[src/rtl/draw_character_jump_pkg.sv]
// draw_character_jump_pkg: shared FSM state enum, default pixel widths and screen limits
package draw_character_jump_pkg;
  localparam int DEF_H_BITS = 10;
  localparam int DEF_V_BITS = 9;
  localparam int SCREEN_W = 640;
  localparam int SCREEN_H = 480;
  typedef enum logic [1:0] {IDLE = 2'd0, RISE = 2'd1, FALL = 2'd2} state_e;
endpackage

[src/rtl/draw_character_jump_if.sv]
// draw_character_jump_if: pixel/control inputs (i_en, i_frame_tick, i_jump, i_x, i_y) and character outputs (o_character, o_ypos, o_airborne, o_state); master drives inputs, slave is the generator
interface draw_character_jump_if import draw_character_jump_pkg::*; #(
  parameter int H_BITS = DEF_H_BITS,
  parameter int V_BITS = DEF_V_BITS
);
  logic i_en;
  logic i_frame_tick;
  logic i_jump;
  logic [H_BITS-1:0] i_x;
  logic [V_BITS-1:0] i_y;
  logic o_character;
  logic [V_BITS-1:0] o_ypos;
  logic o_airborne;
  logic [1:0] o_state;
  modport master (
    output i_en, i_frame_tick, i_jump, i_x, i_y,
    input  o_character, o_ypos, o_airborne, o_state
  );
  modport slave (
    input  i_en, i_frame_tick, i_jump, i_x, i_y,
    output o_character, o_ypos, o_airborne, o_state
  );
endinterface

[src/rtl/draw_character_jump_motion_fsm.sv]
// character_motion_fsm: per-frame jump/gravity FSM holding ypos, velocity and pending jump; in i_clk, i_rst_n, i_en, i_frame_tick, i_jump; out o_ypos, o_state
module character_motion_fsm import draw_character_jump_pkg::*; #(
  parameter int Y_GROUND = 380,
  parameter int Y_TOP = 40,
  parameter int JUMP_VEL = 12,
  parameter int GRAVITY = 1,
  parameter int MAX_FALL = 12,
  parameter int V_BITS = DEF_V_BITS
) (
  input  logic i_clk,
  input  logic i_rst_n,
  input  logic i_en,
  input  logic i_frame_tick,
  input  logic i_jump,
  output logic [V_BITS-1:0] o_ypos,
  output state_e o_state
);
  localparam int W = V_BITS + 1;
  state_e state_q, state_d;
  logic [V_BITS-1:0] ypos_q, ypos_d, vel_q, vel_d;
  logic jump_pending_q, jump_pending_d;
  logic tick;
  logic [W-1:0] y_ext, v_ext, v_fall;
  assign tick = i_frame_tick & i_en;
  assign y_ext = W'(ypos_q);
  assign v_ext = W'(vel_q);
  assign v_fall = (v_ext + W'(GRAVITY) > W'(MAX_FALL)) ? W'(MAX_FALL) : v_ext + W'(GRAVITY);
  always_comb begin
    state_d = state_q;
    ypos_d = ypos_q;
    vel_d = vel_q;
    jump_pending_d = jump_pending_q | (i_en & i_jump & (state_q == IDLE));
    case (state_q)
      IDLE: if (tick && (jump_pending_q || i_jump)) begin
        state_d = RISE;
        vel_d = V_BITS'(JUMP_VEL);
        jump_pending_d = 1'b0;
      end
      // ceiling test is ypos <= vel + Y_TOP so the subtraction never underflows
      RISE: if (tick) begin
        if (y_ext <= v_ext + W'(Y_TOP)) begin
          ypos_d = V_BITS'(Y_TOP);
          vel_d = '0;
          state_d = FALL;
        end else begin
          ypos_d = V_BITS'(y_ext - v_ext);
          vel_d = (v_ext <= W'(GRAVITY)) ? '0 : V_BITS'(v_ext - W'(GRAVITY));
          state_d = (v_ext <= W'(GRAVITY)) ? FALL : RISE;
        end
      end
      FALL: if (tick) begin
        if (y_ext + v_fall >= W'(Y_GROUND)) begin
          ypos_d = V_BITS'(Y_GROUND);
          vel_d = '0;
          state_d = IDLE;
        end else begin
          ypos_d = V_BITS'(y_ext + v_fall);
          vel_d = V_BITS'(v_fall);
        end
      end
      default: state_d = IDLE;
    endcase
  end
  always_ff @(posedge i_clk or negedge i_rst_n) begin
    if (!i_rst_n) begin
      state_q <= IDLE;
      ypos_q <= V_BITS'(Y_GROUND);
      vel_q <= '0;
      jump_pending_q <= 1'b0;
    end else begin
      state_q <= state_d;
      ypos_q <= ypos_d;
      vel_q <= vel_d;
      jump_pending_q <= jump_pending_d;
    end
  end
  assign o_ypos = ypos_q;
  assign o_state = state_q;
endmodule

[src/rtl/draw_character_jump.sv]
// draw_character_jump: jumping character region generator; in i_clk, i_rst_n and bus inputs (i_en, i_frame_tick, i_jump, i_x, i_y); out registered o_character plus o_ypos, o_airborne, o_state
module draw_character_jump import draw_character_jump_pkg::*; #(
  parameter int XPOS = 100,
  parameter int WIDTH = 40,
  parameter int HEIGHT = 60,
  parameter int Y_GROUND = 380,
  parameter int Y_TOP = 40,
  parameter int JUMP_VEL = 12,
  parameter int GRAVITY = 1,
  parameter int MAX_FALL = 12,
  parameter int H_BITS = DEF_H_BITS,
  parameter int V_BITS = DEF_V_BITS
) (
  input logic i_clk,
  input logic i_rst_n,
  draw_character_jump_if.slave bus
);
  localparam int HW = H_BITS + 1;
  localparam int VW = V_BITS + 1;
  if (Y_TOP >= Y_GROUND) begin : g_bad_top
    $error("Y_TOP must be above Y_GROUND");
  end
  if (Y_GROUND + HEIGHT >= 2 ** V_BITS) begin : g_bad_height
    $error("Y_GROUND+HEIGHT must fit in V_BITS");
  end
  if (XPOS + WIDTH >= 2 ** H_BITS) begin : g_bad_width
    $error("XPOS+WIDTH must fit in H_BITS");
  end
  state_e state;
  logic [V_BITS-1:0] ypos;
  logic character_q, character_d;
  character_motion_fsm #(
    .Y_GROUND(Y_GROUND), .Y_TOP(Y_TOP), .JUMP_VEL(JUMP_VEL),
    .GRAVITY(GRAVITY), .MAX_FALL(MAX_FALL), .V_BITS(V_BITS)
  ) u_motion (
    .i_clk(i_clk),
    .i_rst_n(i_rst_n),
    .i_en(bus.i_en),
    .i_frame_tick(bus.i_frame_tick),
    .i_jump(bus.i_jump),
    .o_ypos(ypos),
    .o_state(state)
  );
  always_comb
    character_d = bus.i_en
      && (HW'(bus.i_x) > HW'(XPOS)) && (HW'(bus.i_x) < HW'(XPOS) + HW'(WIDTH))
      && (VW'(bus.i_y) > VW'(ypos)) && (VW'(bus.i_y) < VW'(ypos) + VW'(HEIGHT));
  always_ff @(posedge i_clk or negedge i_rst_n) begin
    if (!i_rst_n) character_q <= 1'b0;
    else character_q <= character_d;
  end
  assign bus.o_character = character_q;
  assign bus.o_ypos = ypos;
  assign bus.o_airborne = (state == RISE) || (state == FALL);
  assign bus.o_state = state;
endmodule

[src/flat_wrapper.sv]
// flat-port wrapper written by rule: the top's interface ports become plain ports
module draw_character_jump_flat import draw_character_jump_pkg::*;
#(
  parameter int XPOS = 100,
  parameter int WIDTH = 40,
  parameter int HEIGHT = 60,
  parameter int Y_GROUND = 380,
  parameter int Y_TOP = 40,
  parameter int JUMP_VEL = 12,
  parameter int GRAVITY = 1,
  parameter int MAX_FALL = 12,
  parameter int H_BITS = DEF_H_BITS,
  parameter int V_BITS = DEF_V_BITS
)
  (i_clk, i_rst_n, bus_i_en, bus_i_frame_tick, bus_i_jump, bus_i_x, bus_i_y, bus_o_character, bus_o_ypos, bus_o_airborne, bus_o_state);
  draw_character_jump_if #(.H_BITS(H_BITS), .V_BITS(V_BITS)) bus_i ();
  input logic i_clk;
  input logic i_rst_n;
  input wire logic [$bits(bus_i.i_en)-1:0] bus_i_en;
  input wire logic [$bits(bus_i.i_frame_tick)-1:0] bus_i_frame_tick;
  input wire logic [$bits(bus_i.i_jump)-1:0] bus_i_jump;
  input wire logic [$bits(bus_i.i_x)-1:0] bus_i_x;
  input wire logic [$bits(bus_i.i_y)-1:0] bus_i_y;
  output wire logic [$bits(bus_i.o_character)-1:0] bus_o_character;
  output wire logic [$bits(bus_i.o_ypos)-1:0] bus_o_ypos;
  output wire logic [$bits(bus_i.o_airborne)-1:0] bus_o_airborne;
  output wire logic [$bits(bus_i.o_state)-1:0] bus_o_state;
  assign bus_i.i_en = bus_i_en;
  assign bus_i.i_frame_tick = bus_i_frame_tick;
  assign bus_i.i_jump = bus_i_jump;
  assign bus_i.i_x = bus_i_x;
  assign bus_i.i_y = bus_i_y;
  assign bus_o_character = bus_i.o_character;
  assign bus_o_ypos = bus_i.o_ypos;
  assign bus_o_airborne = bus_i.o_airborne;
  assign bus_o_state = bus_i.o_state;
  draw_character_jump #(.XPOS(XPOS), .WIDTH(WIDTH), .HEIGHT(HEIGHT), .Y_GROUND(Y_GROUND), .Y_TOP(Y_TOP), .JUMP_VEL(JUMP_VEL), .GRAVITY(GRAVITY), .MAX_FALL(MAX_FALL), .H_BITS(H_BITS), .V_BITS(V_BITS)) u_core (.i_clk(i_clk), .i_rst_n(i_rst_n), .bus(bus_i));
endmodule
[config.mk]
export PLATFORM = sky130hd
export DESIGN_NAME = draw_character_jump_flat
export DESIGN_NICKNAME = d
export VERILOG_FILES = /design/src/rtl/draw_character_jump_pkg.sv /design/src/rtl/draw_character_jump_if.sv /design/src/rtl/draw_character_jump_motion_fsm.sv /design/src/rtl/draw_character_jump.sv /design/src/flat_wrapper.sv
export SDC_FILE = /design/constraint.sdc
export NUM_CORES = 1
export LEC_CHECK = 0
export BUFFER_PORTS_ARGS = -buffer_cell sky130_fd_sc_hd__buf_2
export CAP_MARGIN = 40
export CORE_MARGIN = 3
export CORE_UTILIZATION = 59
export DETAILED_ROUTE_END_ITERATION = 10
export PLACE_DENSITY = 0.87
export SYNTH_ARGS = -nofsm -noshare
export SYNTH_HDL_FRONTEND = slang
export SYNTH_SLANG_ARGS = --single-unit
[constraint.sdc]
create_clock -name i_clk -period 3.9 [get_ports i_clk]
set_input_delay 0.78 -clock i_clk [delete_from_list [all_inputs] [get_ports i_clk]]
set_output_delay 0.78 -clock i_clk [all_outputs]
set_load 0.05 [all_outputs]
==> results.cfg <==
[status]
outcome = finished, final reports clean

[setup_path]
crit_fanout = 9
crit_chain = ha_2 -> nand4_1 -> a21oi_2 -> o21ai_1 -> nor2_2 -> nand2_1 -> ha_1 -> or2_2 -> a211oi_1 -> a211o_2 -> xnor2_1 -> nand3_1 -> a21o_1 -> nor2_1 -> mux2_1
slowest_stage = dfrtp_2
arrival_ns = 3.77
crit_path_end_kind = register
crit_buf_inv = 0
worstPathRequired_ns = 4.05
critPathTopFamily = simple AND/OR/NAND/NOR gates
worstSetupStartpointType = register
slowest_delay_ns = 0.46
critPathKind = reg -> reg

[timing]
setup_viol = 0
fin_crit_ns = 3.62
timing.final.hold_violations = 0
max_slew.worst_pin.slew_ns = 0.812
timing.final.crit_share = 0.928
relSlewSlack = 0.457
final_max_slew_viol_count = 0
fin_skew_ns = 0.00718
fin_ws_ns = 0.283
fmax_ghz = 0.276

[clocking]
htree_levels = 1
cts_tree = done
postCtsSetupBuffers = 0
insertion_delay_ns = 0.27
clk_pin_slew_worst_paths_ns = 0.09
numClockSinks = 22
numCtsBuffers = 3
cts_buffer_depth = 2
root_buffer = clkbuf_8

[drt]
wire_per_inst_um = 16.0
first_pass_iters = 5
ant_nets = 0
drt_wl_total_um = 7260
met2WireLength_um = 3330
drc = 0
vias = 2722
highest_layer = met4
wl_met3_um = 443
routed_via_density = 6.01
met1Wirelength_um = 3360
first_iter_violations = 195

[synth]
ys_warn_count = 0
synth_area_um2 = 2870
synth_edf_count = 0
synth_top_area_frac = 0.209
yosysUniqueCellTypes = 59
async_flop_share = 1.00
synth_ff_type = dfrtp_1
seq_area_frac_synth = 0.195
syn_inst = 354
synth_top_cell_by_area = ha_1
synth-seq-cells = 22
avgSynthCellArea_um2 = 8.10
synth_area_leaders = ha_1 21%, dfrtp_1 14%, xnor2_1 7.0%, dfstp_2 5.5%, a21oi_1 5.4%

[grt]
overflow = 0
grtUsageTotal = 0.276
grt_max_degree = 23
grt_pass1_wl_um = 12100
antenna_found_initial = 0
grt_pass1_vias = 2607

[die]
fp.dieH_um = 75.7
start_util = 0.633
num_rows = 24
die_w_um = 75.7
dieArea_um2 = 5740
io_pins = 37
core_area_um2 = 4530

[layout]
nNetsFinal = 463
utilization = 0.696
antenna_cells = 0
finalInstanceArea_um2 = 3150
final_cells = 453
area_delta_synth_final_pct = 9.94
drive_gt1_frac = 0.191

[placement]
dpl.cell_count = 450
dp_hpwl_um = 5800
gp_congestion = 0.928
pre_cts_ws_ns = 0.259
placed_area_um2 = 3100
io_buffers = 36

[flow_run]
drv_cap = 0

[min_path]
hold_path_class = in -> async
-- per-layer routing --
metal / track usage / vias to the layer above
met5: 0 / -
met2: 0.440 / 110
met1: 0.386 / 1253
li1: - / 1341
met3: 0.0369 / 18
met4: 0.0835 / 0
-- per-stage QoR --
stage	TNS (ns)	hold WS [ns]
finish	0	0.478
global route	-0.0563	0.502
CTS	0	0.493
detailed placement	0	0.542
global placement	0	0.533
floorplan	0	0.484
-- area by class of cell --
class	instances	area (um2)
multi-input cells	293	2150
fillers	357	1380
flip-flops and latches	22	562
repair buffers	40	210
inverters	30	113
well taps	65	81.3
clock buffers	3	41.3
-- layout by cell type (no fill, tap or decap), types with 4 or more instances in the layout --
cell | Yosys | routed
buf_4 | 1 | 4
o21a_1 | 4 | 4
inv_1 | 30 | 30
xor2_1 | 4 | 4
dfrtp_1 | 16 | 13
a21o_1 | 9 | 9
a211oi_1 | 5 | 5
nand3_1 | 8 | 8
xnor2_1 | 23 | 23
buf_2 | 2 | 36
nand4_1 | 5 | 5
ha_1 | 48 | 46
nor2_1 | 22 | 21
o31ai_1 | 4 | 4
a21oi_1 | 31 | 30
or2_2 | 7 | 7
nor3_1 | 10 | 10
o21ai_0 | 22 | 22
nand2_1 | 31 | 31
a31oi_1 | 7 | 7
dfstp_2 | 6 | 6
-- state kept, by name, summed over array words and instances, names as in the netlist --
name / cells
u_core.u_motion.vel_q: 9
u_core.u_motion.o_state: 2
u_core.u_motion.jump_pending_q: 1
u_core.u_motion.o_ypos: 9
u_core.bus.o_character: 1
-- synth_stat cells (4+ instances only) --
library cell  number
nand3_1            8
xnor2_1           23
o31ai_1            4
o21a_1             4
o21ai_0           22
nor3_1            10
inv_1             30
dfstp_2            6
nand4_1            5
a211oi_1           5
ha_1              48
clkbuf_1           5
a31oi_1            7
a21o_1             9
a21oi_1           31
xor2_1             4
nand2_1           31
or2_2              7
nor2_1            22
dfrtp_1           16
-- what timing repair did --
| action | in CTS | in global routing |
|---|---|---|
| hold buffers | 0 | 0 |
| resized for setup | 0 | 8 |
| endpoints found under the setup margin | 0 | 10 |
-- cell families (layout without fill, tap and decap cells) --
| kind of cell | Yosys count | count (layout) | share of synthesized area |
|---|---|---|---|
| AOI/OAI and AO/OA | 115 | 115 | 0.270 |
| adders and majority gates | 49 | 49 | 0.216 |
| and+or+nand+nor | 96 | 96 | 0.159 |
| other | 1 | 3 | 0.00131 |
| DFF | 22 | 22 | 0.195 |
| muxes | 3 | 3 | 0.0126 |
| xor gates and xnor gates | 27 | 27 | 0.0824 |
| buffers and inverters | 41 | 73 | 0.0637 |
-- path summary, 6_finish.rpt --
path | startpoint | end | slack [ns] | cells past startpoint
max in group asynchronous | i_rst_n | u_core.u_motion.vel_q[4] | 3.04 | 1
hold / removal | i_rst_n | u_core.u_motion.o_ypos[1] | 0.48 | 1
min in group i_clk | u_core.u_motion.o_ypos[3] | u_core.u_motion.o_ypos[3] | 0.55 | 2
setup / recovery | u_core.u_motion.vel_q[0] | u_core.u_motion.o_state[1] | 0.28 | 15
hold reg to reg | u_core.u_motion.o_ypos[3] | u_core.u_motion.o_ypos[3] | 0.55 | 2
setup reg to reg | u_core.u_motion.vel_q[0] | u_core.u_motion.o_state[1] | 0.28 | 15
Power is not shown: default switching activity piles up to over one toggle a cycle in this logic, so the estimate is an artifact.
